$ cat src/rtl/bch_encode_par_pkg.sv
// Shared definitions for the parallel systematic BCH encoder: FSM states and
// the default generator polynomial of the (63,24) code.
package bch_encode_par_pkg;

    typedef enum logic [1:0] {
        IDLE = 2'd0,
        MSG  = 2'd1,
        PAR  = 2'd2
    } state_e;

    localparam logic [39:0] GPOLY_DEFAULT = 40'hF69AC20921;

endpackage

$ cat src/rtl/bch_encode_par_lfsr_step.sv
// Combinational P-step advance of the systematic-encoder remainder register;
// data_i bit P-1 is consumed first.
module bch_lfsr_step
    import bch_encode_par_pkg::*;
#(
    parameter int           R     = 39,
    parameter int           P     = 3,
    parameter logic [R:0]   GPOLY = (R+1)'(GPOLY_DEFAULT)
) (
    input  logic [R-1:0] rem_i,
    input  logic [P-1:0] data_i,
    output logic [R-1:0] rem_o
);

    // Unrolled division steps: feedback is the outgoing remainder MSB xor the message bit
    always_comb begin : p_step
        logic [R-1:0] r;
        logic         fb;
        r  = rem_i;
        fb = 1'b0;
        for (int i = P - 1; i >= 0; i--) begin
            fb = r[R-1] ^ data_i[i];
            r  = {r[R-2:0], 1'b0} ^ (GPOLY[R-1:0] & {R{fb}});
        end
        rem_o = r;
    end

endmodule

$ cat src/rtl/bch_encode_par.sv
// Parallel systematic BCH encoder: P message bits per beat pass straight through,
// then (N-K)/P parity beats are shifted out of the remainder, MSB first.
module bch_encode_par
    import bch_encode_par_pkg::*;
#(
    parameter int               N     = 63,
    parameter int               K     = 24,
    parameter int               P     = 3,
    parameter logic [N-K:0]     GPOLY = (N-K+1)'(GPOLY_DEFAULT)
) (
    input  logic         clk,
    input  logic         rst,
    input  logic [P-1:0] s_data,
    input  logic         s_valid,
    output logic         s_ready,
    input  logic         s_last,
    output logic [P-1:0] m_data,
    output logic         m_valid,
    input  logic         m_ready,
    output logic         m_last,
    output logic         m_parity,
    output logic         err_len
);

    localparam int R  = N - K;
    localparam int KB = K / P;
    localparam int PB = R / P;
    localparam int CW = $clog2(KB + 1);
    localparam int PW = $clog2(PB + 1);

    if (((K % P) != 0) || ((R % P) != 0)) begin : g_bad_p
        $error("bch_encode_par: P must divide both K and N-K");
    end
    if ((GPOLY[0] != 1'b1) || (GPOLY[R] != 1'b1)) begin : g_bad_poly
        $error("bch_encode_par: GPOLY must have x^0 and x^(N-K) terms");
    end

    state_e         state_q, state_d;
    logic [R-1:0]   rem_q, rem_d;
    logic [CW-1:0]  cnt_q, cnt_d;
    logic [PW-1:0]  pcnt_q, pcnt_d;
    logic [P-1:0]   m_data_q, m_data_d;
    logic           m_valid_q, m_valid_d;
    logic           m_last_q, m_last_d;
    logic           m_parity_q, m_parity_d;
    logic           err_q, err_d;

    logic [R-1:0]   rem_base_s;
    logic [R-1:0]   rem_step_s;
    logic           out_free_s;
    logic           s_fire_s;
    logic           at_limit_s;

    assign out_free_s = !m_valid_q || m_ready;
    assign s_ready    = !rst && (state_q != PAR) && out_free_s;
    assign s_fire_s   = s_valid && s_ready;
    // cnt_q is always 0 in IDLE, so this also covers the one-beat-frame case
    assign at_limit_s = (cnt_q == CW'(KB - 1));
    assign rem_base_s = (state_q == IDLE) ? '0 : rem_q;

    bch_lfsr_step #(
        .R     (R),
        .P     (P),
        .GPOLY (GPOLY)
    ) u_step (
        .rem_i  (rem_base_s),
        .data_i (s_data),
        .rem_o  (rem_step_s)
    );

    // Next-state, remainder and output-register logic
    always_comb begin
        state_d    = state_q;
        rem_d      = rem_q;
        cnt_d      = cnt_q;
        pcnt_d     = pcnt_q;
        m_data_d   = m_data_q;
        m_valid_d  = m_valid_q  && !m_ready;
        m_last_d   = m_last_q   && !m_ready;
        m_parity_d = m_parity_q && !m_ready;
        err_d      = err_q;
        case (state_q)
            IDLE, MSG: begin
                if (s_fire_s) begin
                    rem_d      = rem_step_s;
                    m_data_d   = s_data;
                    m_valid_d  = 1'b1;
                    m_last_d   = 1'b0;
                    m_parity_d = 1'b0;
                    if (s_last || at_limit_s) begin
                        state_d = PAR;
                        cnt_d   = '0;
                        pcnt_d  = '0;
                        if (!s_last) begin
                            err_d = 1'b1;
                        end else begin
                            err_d = err_q;
                        end
                    end else begin
                        state_d = MSG;
                        cnt_d   = cnt_q + CW'(1);
                    end
                end else begin
                    state_d = state_q;
                end
            end
            PAR: begin
                if (pcnt_q != PW'(PB)) begin
                    if (out_free_s) begin
                        m_data_d   = rem_q[R-1 -: P];
                        rem_d      = rem_q << P;
                        m_valid_d  = 1'b1;
                        m_parity_d = 1'b1;
                        m_last_d   = (pcnt_q == PW'(PB - 1));
                        pcnt_d     = pcnt_q + PW'(1);
                    end else begin
                        pcnt_d = pcnt_q;
                    end
                end else if (m_ready) begin
                    // final parity beat leaves this cycle
                    state_d = IDLE;
                    pcnt_d  = '0;
                    rem_d   = '0;
                end else begin
                    state_d = PAR;
                end
            end
            default: begin
                state_d   = IDLE;
                rem_d     = '0;
                cnt_d     = '0;
                pcnt_d    = '0;
                m_valid_d = 1'b0;
            end
        endcase
    end

    // State and output registers with synchronous reset
    always_ff @(posedge clk) begin
        if (rst) begin
            state_q    <= IDLE;
            rem_q      <= '0;
            cnt_q      <= '0;
            pcnt_q     <= '0;
            m_data_q   <= '0;
            m_valid_q  <= 1'b0;
            m_last_q   <= 1'b0;
            m_parity_q <= 1'b0;
            err_q      <= 1'b0;
        end else begin
            state_q    <= state_d;
            rem_q      <= rem_d;
            cnt_q      <= cnt_d;
            pcnt_q     <= pcnt_d;
            m_data_q   <= m_data_d;
            m_valid_q  <= m_valid_d;
            m_last_q   <= m_last_d;
            m_parity_q <= m_parity_d;
            err_q      <= err_d;
        end
    end

    assign m_data   = m_data_q;
    assign m_valid  = m_valid_q;
    assign m_last   = m_last_q;
    assign m_parity = m_parity_q;
    assign err_len  = err_q;

endmodule

$ cat config.mk
export PLATFORM = sky130hd
export DESIGN_NAME = bch_encode_par
export DESIGN_NICKNAME = d
export VERILOG_FILES = /design/src/rtl/bch_encode_par_pkg.sv /design/src/rtl/bch_encode_par_lfsr_step.sv /design/src/rtl/bch_encode_par.sv
export SDC_FILE = /design/constraint.sdc
export NUM_CORES = 1
export LEC_CHECK = 0
export ABC_AREA = 1
export CELL_PAD_IN_SITES_DETAIL_PLACEMENT = 0
export CELL_PAD_IN_SITES_GLOBAL_PLACEMENT = 1
export CORE_MARGIN = 2
export CORE_UTILIZATION = 46
export CTS_CLUSTER_DIAMETER = 50
export DETAILED_ROUTE_END_ITERATION = 16
export GPL_ROUTABILITY_DRIVEN = 0
export MAX_ROUTING_LAYER = met4
export PLACE_DENSITY = 0.88
export SYNTH_ARGS = -nofsm -noshare
export SYNTH_HDL_FRONTEND = slang
export SYNTH_SLANG_ARGS = --single-unit
$ cat constraint.sdc
create_clock -name clk -period 3.85 [get_ports clk]
set_input_delay 0.385 -clock clk [delete_from_list [all_inputs] [get_ports clk]]
set_output_delay 0.385 -clock clk [all_outputs]
set_load 0.02 [all_outputs]
==> results by group, run 1 <==
Outcome
  – Status: completed

Global routing
  – Largest net degree at the start of global routing: 46
  – All-Layer GR Usage: 21.90%
  – Global route overflow: 0
  – First-pass GRT wire length: 13.42 mm
  – Initial antenna violation count: 0
  – Vias in the first global route: 2827

Pwr
  – Reg power frac: 47.1%
  – Combinational share of power: 23.1%
  – P_leak: 1.472 nW
  – NetSw: 0.0004440 W
  – Clk pwr share: 29.8%
  – Peak VDD IR: 168.7 µV
  – Pint: 0.0009376 W
  – Sw frac: 32.14%
  – Power Density: 383.8 nW/µm²

Yosys
  – Synth top area share: 33.63%
  – Top cell type by total area after synthesis: dfxtp_1
  – Largest family of logic cells by synthesized area: simple AND/OR/NAND/NOR gates
  – Async set or reset register ratio after synthesis: 0%
  – Ranking of synthesized cells by area: dfxtp_1 34%, nand2_1 21%, a21oi_1 8.3%
  – Top_reg_cell synth: dfxtp_1
  – Syn_area_per_cell: 6.447 µm²
  – Seq/Total Area, Yosys: 33.63%
  – Cells after synthesis: 517
  – Yosys warnings: 0
  – Netlist Area Pre-Place: 3333 µm²
  – Multiplexer area fraction after synthesis: 0%
  – Synth Area in XOR/XNOR: 2.102%
  – Yosys reg bits: 56
  – Mapped Nets: 529
  – Synth Area in Adders: 1.502%
  – Post-synthesis simple-gate area fraction: 36.90%
  – Yosys cell types: 36
  – EDFF count, synth: 0
  – Compound-cell area share of the yosys netlist: 16.03%

Route
  – Post-route ant nets: 0
  – First-pass DRT Iterations: 4
  – Via Count: 3235
  – DR WL/cell: 13.01 µm
  – Via density: 5.243
  – DRC: 0
  – Initial DRC Count: 275
  – Routed wire length: 8.030 mm

Worst setup path
  – Critical path capture point type: flip-flop
  – Crit-path most repeated cell: nand2_2
  – Type of origin of the critical path: flip-flop
  – CP peak stage delay: 0.79 ns
  – Crit path DAT: 3.19 ns
  – Max FO, Critical Path: 23
  – Max stage delay cell, worst path: dfxtp_1
  – CP Cell Sequence: clkinv_4, nand2_2, nand3_1, nand2_2, inv_2, nand2_2, nand2_2, inv_1, nand3_1, nand3_1, nand2_1, nand2_1, a21oi_1
  – Critical Path RT: 4.03 ns
  – Setup CP Type: flip-flop to flip-flop

Clocking
  – Post-CTS Setup Bufs: 0
  – # hold bufs at CTS: 0
  – CTS root buffer: clkbuf_8
  – Clock-pin slew on the worst setup and hold paths: 0.11 ns
  – Cts bufs inserted: 5
  – CTS tree: built
  – Clock Path Buffers: 2
  – CTS sink cnt: 56
  – Post-CTS sizing: 0
  – Worst skew pair latency: 0.32 ns
  – H-tree depth: 2

Timing
  – Final Critical Period: 3.010 ns
  – Post-route clock period utilization: 78.19%
  – RSZ-0062 raised after global routing: no
  – Final setup fails: 0
  – Clk_skew: 0.01301 ns
  – Slew @ Worst Pin: 0.8877 ns
  – TNS Setup: 0 ns
  – Max_slew headroom: 40.76%
  – Max Slew Vio Count: 0
  – F_max: 0.3322 GHz
  – Hold Violations, Final: 0

Placed design
  – PortBufs: 15
  – DP Area: 3478 µm²
  – HPWL Detailed: 5.180 mm

Die
  – Die Width: 89.13 µm
  – Core area: 7137 µm²
  – Num ports: 16
  – DIE HEIGHT: 89.13 µm
  – Initial Utilization: 46.70%
  – # rows: 31
  – Die area: 7943 µm²

Run
  – MaxCap Viol Count: 0

Layout
  – Most frequent cells in the layout: 184 x nand2_1, 56 x dfxtp_1, 55 x a21oi_1
  – Most common cell after layout, fill and taps aside: nand2_1
  – Area grow syn2layout: 7.995%
  – # diodes: 0
  – Layout cells sized above 1: 7.336%
  – Fin nets: 529
  – Fillers: 766
  – Final Cell Area: 3600 µm²

Hold path
  – Type of the most critical hold path: flip-flop to flip-flop
==> stage by stage <==
step / total power [W] / util, % / hold WS [ns] / setup slack (ns) / cells
6_report: 0.001382 / 50.44 / 0.4485 / 0.8397 / 617
2_1_floorplan: 0.0009094 / - / 0.4397 / 1.889 / 517
4_1_cts: 0.001396 / 50.44 / 0.4539 / 0.8649 / 617
3_5_place_dp: 0.0009813 / 48.74 / 0.4371 / 0.8994 / 609
3_3_place_gp: 0.0009764 / 48.74 / 0.4321 / 0.9281 / 609
5_1_grt: 0.001465 / 50.44 / 0.4831 / 0.5424 / 617
==> worst max-delay path, delay by kind of cell, from the launching register on <==
family	cells	cell delay, ns
buf+inv	3	0.75
simple gates	9	1.27
compound gates	1	0.06
flops	1	0.79
==> path summary, 6_finish.rpt <==
check	from	to	slack, ns	depth (start not counted)
worst max-delay path	state_q[1]$_SDFFE_PP0P_	rem_q[12]$_SDFFE_PP0P_	0.84	13
worst min-delay path	m_data[1]$_SDFFE_PP0P_	m_data[1]$_SDFFE_PP0P_	0.45	2
worst max register to register	state_q[1]$_SDFFE_PP0P_	rem_q[12]$_SDFFE_PP0P_	0.84	13
worst min register to register	m_data[1]$_SDFFE_PP0P_	m_data[1]$_SDFFE_PP0P_	0.45	2
==> registers in the layout (all words and copies together), names as in the netlist <==
register,count
m_parity,1
cnt_q,4
pcnt_q,4
m_valid,1
m_data,3
m_last,1
rem_q,39
state_q,2
err_len,1
==> synthesized netlist by cell type, drive strengths merged, types with 2 or more instances <==
cell,number
nand2,197
dfxtp,56
a21oi,55
nand3,47
inv,42
o21ai,27
nor2,25
buf,17
clkbuf,9
nor3,9
xor2,8
o22ai,7
a211oi,4
ha,4
a221oi,2
a31oi,2
nor3b,2
==> area by class of cell <==
class | instances | area, µm² | area share, %
Multi-Input combinational cell | 392 | 1884 | 52.35
Sequential cell | 56 | 1121 | 31.14
Timing Repair Buffer | 19 | 180.2 | 5.005
Inverter | 43 | 168.9 | 4.692
Tap cell | 99 | 123.9 | 3.441
Clock buffer | 6 | 82.58 | 2.294
Clock inverter | 2 | 38.79 | 1.078
==> routing by layer <==
metal	track usage (%)	wire, µm	vias to the layer above	part of all wire (%)
met5	-	0	-	0
met4	5.427	97	0	1.2
met3	3.509	251	7	3.1
met2	34.21	3648	46	45
met1	29.71	4032	1502	50
li1	-	-	1680	-
==> logic make-up (layout without fill, tap and decap cells) <==
kind of cell | after synthesis | after routing
AOI/OAI and AO/OA | 99 | 99
and+or+nand+nor | 281 | 281
DFF | 56 | 56
xor gates and xnor gates | 8 | 8
buffers and inverters | 69 | 70
adders and majority gates | 4 | 4
==> power groups by stage <==
stage	combinational, W	sequential [W]	clock (W)
floorplan	0.000249	0.000660	0
global placement	0.000314	0.000663	0
detailed placement	0.000318	0.000663	0
CTS	0.000319	0.000650	0.000427
global route	0.000361	0.000657	0.000447
finish	0.000319	0.000651	0.000412
Note: power is estimated with default switching activity, not from simulation.
==> inputs of run 2 (changes only) <==
--- a/config.mk
+++ b/config.mk
@@ -9,12 +9,12 @@
 export CELL_PAD_IN_SITES_DETAIL_PLACEMENT = 0
 export CELL_PAD_IN_SITES_GLOBAL_PLACEMENT = 1
 export CORE_MARGIN = 2
-export CORE_UTILIZATION = 46
+export CORE_UTILIZATION = 43
 export CTS_CLUSTER_DIAMETER = 50
 export DETAILED_ROUTE_END_ITERATION = 16
 export GPL_ROUTABILITY_DRIVEN = 0
 export MAX_ROUTING_LAYER = met4
-export PLACE_DENSITY = 0.88
+export PLACE_DENSITY = 0.84
 export SYNTH_ARGS = -nofsm -noshare
 export SYNTH_HDL_FRONTEND = slang
 export SYNTH_SLANG_ARGS = --single-unit
==> constraint.sdc (replaced) <==
create_clock -name clk -period 2.9 [get_ports clk]
set_input_delay 0.29 -clock clk [delete_from_list [all_inputs] [get_ports clk]]
set_output_delay 0.29 -clock clk [all_outputs]
set_load 0.02 [all_outputs]
==> results by group, run 2 (synthesized netlist as in run 1, its figures left out) <==
Timing
  – Final Critical Period: 2.379 ns (was 3.010 ns)
  – TNS Setup: 0 ns (unchanged)
  – Slew @ Worst Pin: 0.5549 ns (was 0.8877 ns)
  – Max Slew Vio Count: 0 (unchanged)
  – Hold Violations, Final: 0 (unchanged)
  – Clk_skew: 0.01128 ns (was 0.01301 ns)
  – F_max: 0.4203 GHz (was 0.3322 GHz)
  – Max_slew headroom: 62.62% (was 40.76%)
  – Final setup fails: 0 (unchanged)
  – RSZ-0062 raised after global routing: no (unchanged)
  – Post-route clock period utilization: 82.05% (was 78.19%)

Layout
  – Number of flip-flops in the largest register: 39 (unchanged)
  – Fin nets: 531 (was 529)
  – Area grow syn2layout: 7.245% (was 7.995%)
  – Largest Register: rem_q (unchanged)
  – Most frequent cells in the layout: 184 x nand2_1, 56 x dfxtp_1, 55 x a21oi_1 (unchanged)
  – Fillers: 842 (was 766)
  – Layout cells sized above 1: 7.322% (was 7.336%)
  – Most common cell after layout, fill and taps aside: nand2_1 (unchanged)
  – # diodes: 0 (unchanged)
  – Largest registers: rem_q: 39 flops, cnt_q: 4 flops, pcnt_q: 4 flops (unchanged)
  – Layout Cells excl Fill: 621 (was 617)

Placed design
  – HPWL Detailed: 5.238 mm (was 5.180 mm)
  – DP Cell Count: 614 (was 609)
  – PortBufs: 15 (unchanged)

Die
  – Core area: 7607 µm² (was 7137 µm²)
  – Die area: 8472 µm² (was 7943 µm²)
  – Initial Utilization: 43.82% (was 46.70%)
  – Num ports: 16 (unchanged)
  – DIE HEIGHT: 92.05 µm (was 89.13 µm)
  – # rows: 32 (was 31)
  – Die Width: 92.05 µm (was 89.13 µm)

Clocking
  – # hold bufs at CTS: 0 (unchanged)
  – CTS root buffer: clkbuf_8 (unchanged)
  – Post-CTS sizing: 0 (unchanged)
  – Clock Path Buffers: 2 (unchanged)
  – Worst skew pair latency: 0.31 ns (was 0.32 ns)
  – Clock-pin slew on the worst setup and hold paths: 0.10 ns (was 0.11 ns)
  – H-tree depth: 2 (unchanged)
  – Post-CTS Setup Bufs: 0 (unchanged)
  – CTS tree: built (unchanged)
  – CTS sink cnt: 56 (unchanged)
  – Cts bufs inserted: 5 (unchanged)

Route
  – Via density: 5.180 (was 5.243)
  – Post-route ant nets: 0 (unchanged)
  – First-pass DRT Iterations: 4 (unchanged)
  – Initial DRC Count: 250 (was 275)
  – DRC: 0 (unchanged)
  – Routed wire length: 8.160 mm (was 8.030 mm)
  – DR WL/cell: 13.14 µm (was 13.01 µm)
  – Via Count: 3217 (was 3235)

Global routing
  – Vias in the first global route: 2948 (was 2827)
  – First-pass GRT wire length: 14.01 mm (was 13.42 mm)
  – Global route overflow: 0 (unchanged)
  – Largest net degree at the start of global routing: 46 (unchanged)
  – All-Layer GR Usage: 20.80% (was 21.90%)
  – Initial antenna violation count: 0 (unchanged)

Worst setup path
  – Reg2Reg Setup Slack: 0.52 ns (was 0.84 ns)
  – Crit path DAT: 2.56 ns (was 3.19 ns)
  – Critical Path RT: 3.08 ns (was 4.03 ns)
  – Setup CP Type: flip-flop to flip-flop (unchanged)
  – Max FO, Critical Path: 23 (unchanged)
  – Critical path capture point type: flip-flop (unchanged)
  – Type of origin of the critical path: flip-flop (unchanged)

Outcome
  – Status: completed (unchanged)

Pwr
  – Peak VDD IR: 237.2 µV (was 168.7 µV)
  – Power Density: 477.2 nW/µm² (was 383.8 nW/µm²)
  – P_leak: 1.462 nW (was 1.472 nW)

Run
  – MaxCap Viol Count: 0 (unchanged)

Hold path
  – Type of the most critical hold path: flip-flop to flip-flop (unchanged)
run 2: final timing paths:
check | start | end | cells after the start
hold reg to reg | m_data[1]$_SDFFE_PP0P_ | m_data[1]$_SDFFE_PP0P_ | 2
setup reg to reg | state_q[1]$_SDFFE_PP0P_ | rem_q[26]$_SDFFE_PP0P_ | 13
setup / recovery | state_q[1]$_SDFFE_PP0P_ | rem_q[26]$_SDFFE_PP0P_ | 13
hold / removal | m_data[1]$_SDFFE_PP0P_ | m_data[1]$_SDFFE_PP0P_ | 2
run 2: power by group:
part	switching [W]	total (W)	internal [W]
sequential	0.0000402	0.000861	0.000821
clock	0.000251	0.000416	0.000165
combinational	0.000286	0.000428	0.000142
total	0.000577	0.00171	0.00113
run 2: critical path, cell delays in order, from the launching register on:
cell and delay (ns):
dfxtp_1 0.40, clkinv_4 0.22, nand2_2 0.20, nand3_1 0.10
nand2_2 0.17, inv_2 0.09, nand2_2 0.17, nand2_2 0.23
inv_1 0.29, nand3_1 0.11, nand3_1 0.08, nand2_1 0.07
nand2_1 0.06, a21oi_1 0.06
run 2: metal layers:
| metal | vias up | global-route usage (%) | wire (µm) |
|---|---|---|---|
| met5 | - | - | 0 |
| met3 | 6 | 2.629 | 239 |
| met1 | 1510 | 26.40 | 3996 |
| li1 | 1673 | - | - |
| met4 | 0 | 4.851 | 74 |
| met2 | 28 | 35.48 | 3849 |
run 2: stage by stage:
step	total power [W]	hold WS (ns)	cell area [µm²]	setup slack (ns)	util [%]
detailed placement	0.001308	0.4432	3497	0.3441	45.97
floorplan	0.001207	0.4397	3333	1.034	-
finish	0.001706	0.4532	3575	0.5207	46.99
CTS	0.001722	0.4595	3575	0.5350	46.99
global route	0.001806	0.4912	3575	0.2693	46.99
global placement	0.001299	0.4322	3497	0.4344	45.97
run 2: area by class of cell:
class	count	area [µm²]	share of cell area (%)
Multi-Input combinational cell	392	1884	52.71
Sequential cell	56	1121	31.36
Timing Repair Buffer	21	195.2	5.460
Inverter	43	168.9	4.725
Tap cell	102	127.6	3.570
Clock buffer	6	72.57	2.030
Clock inverter	1	5.005	0.1400
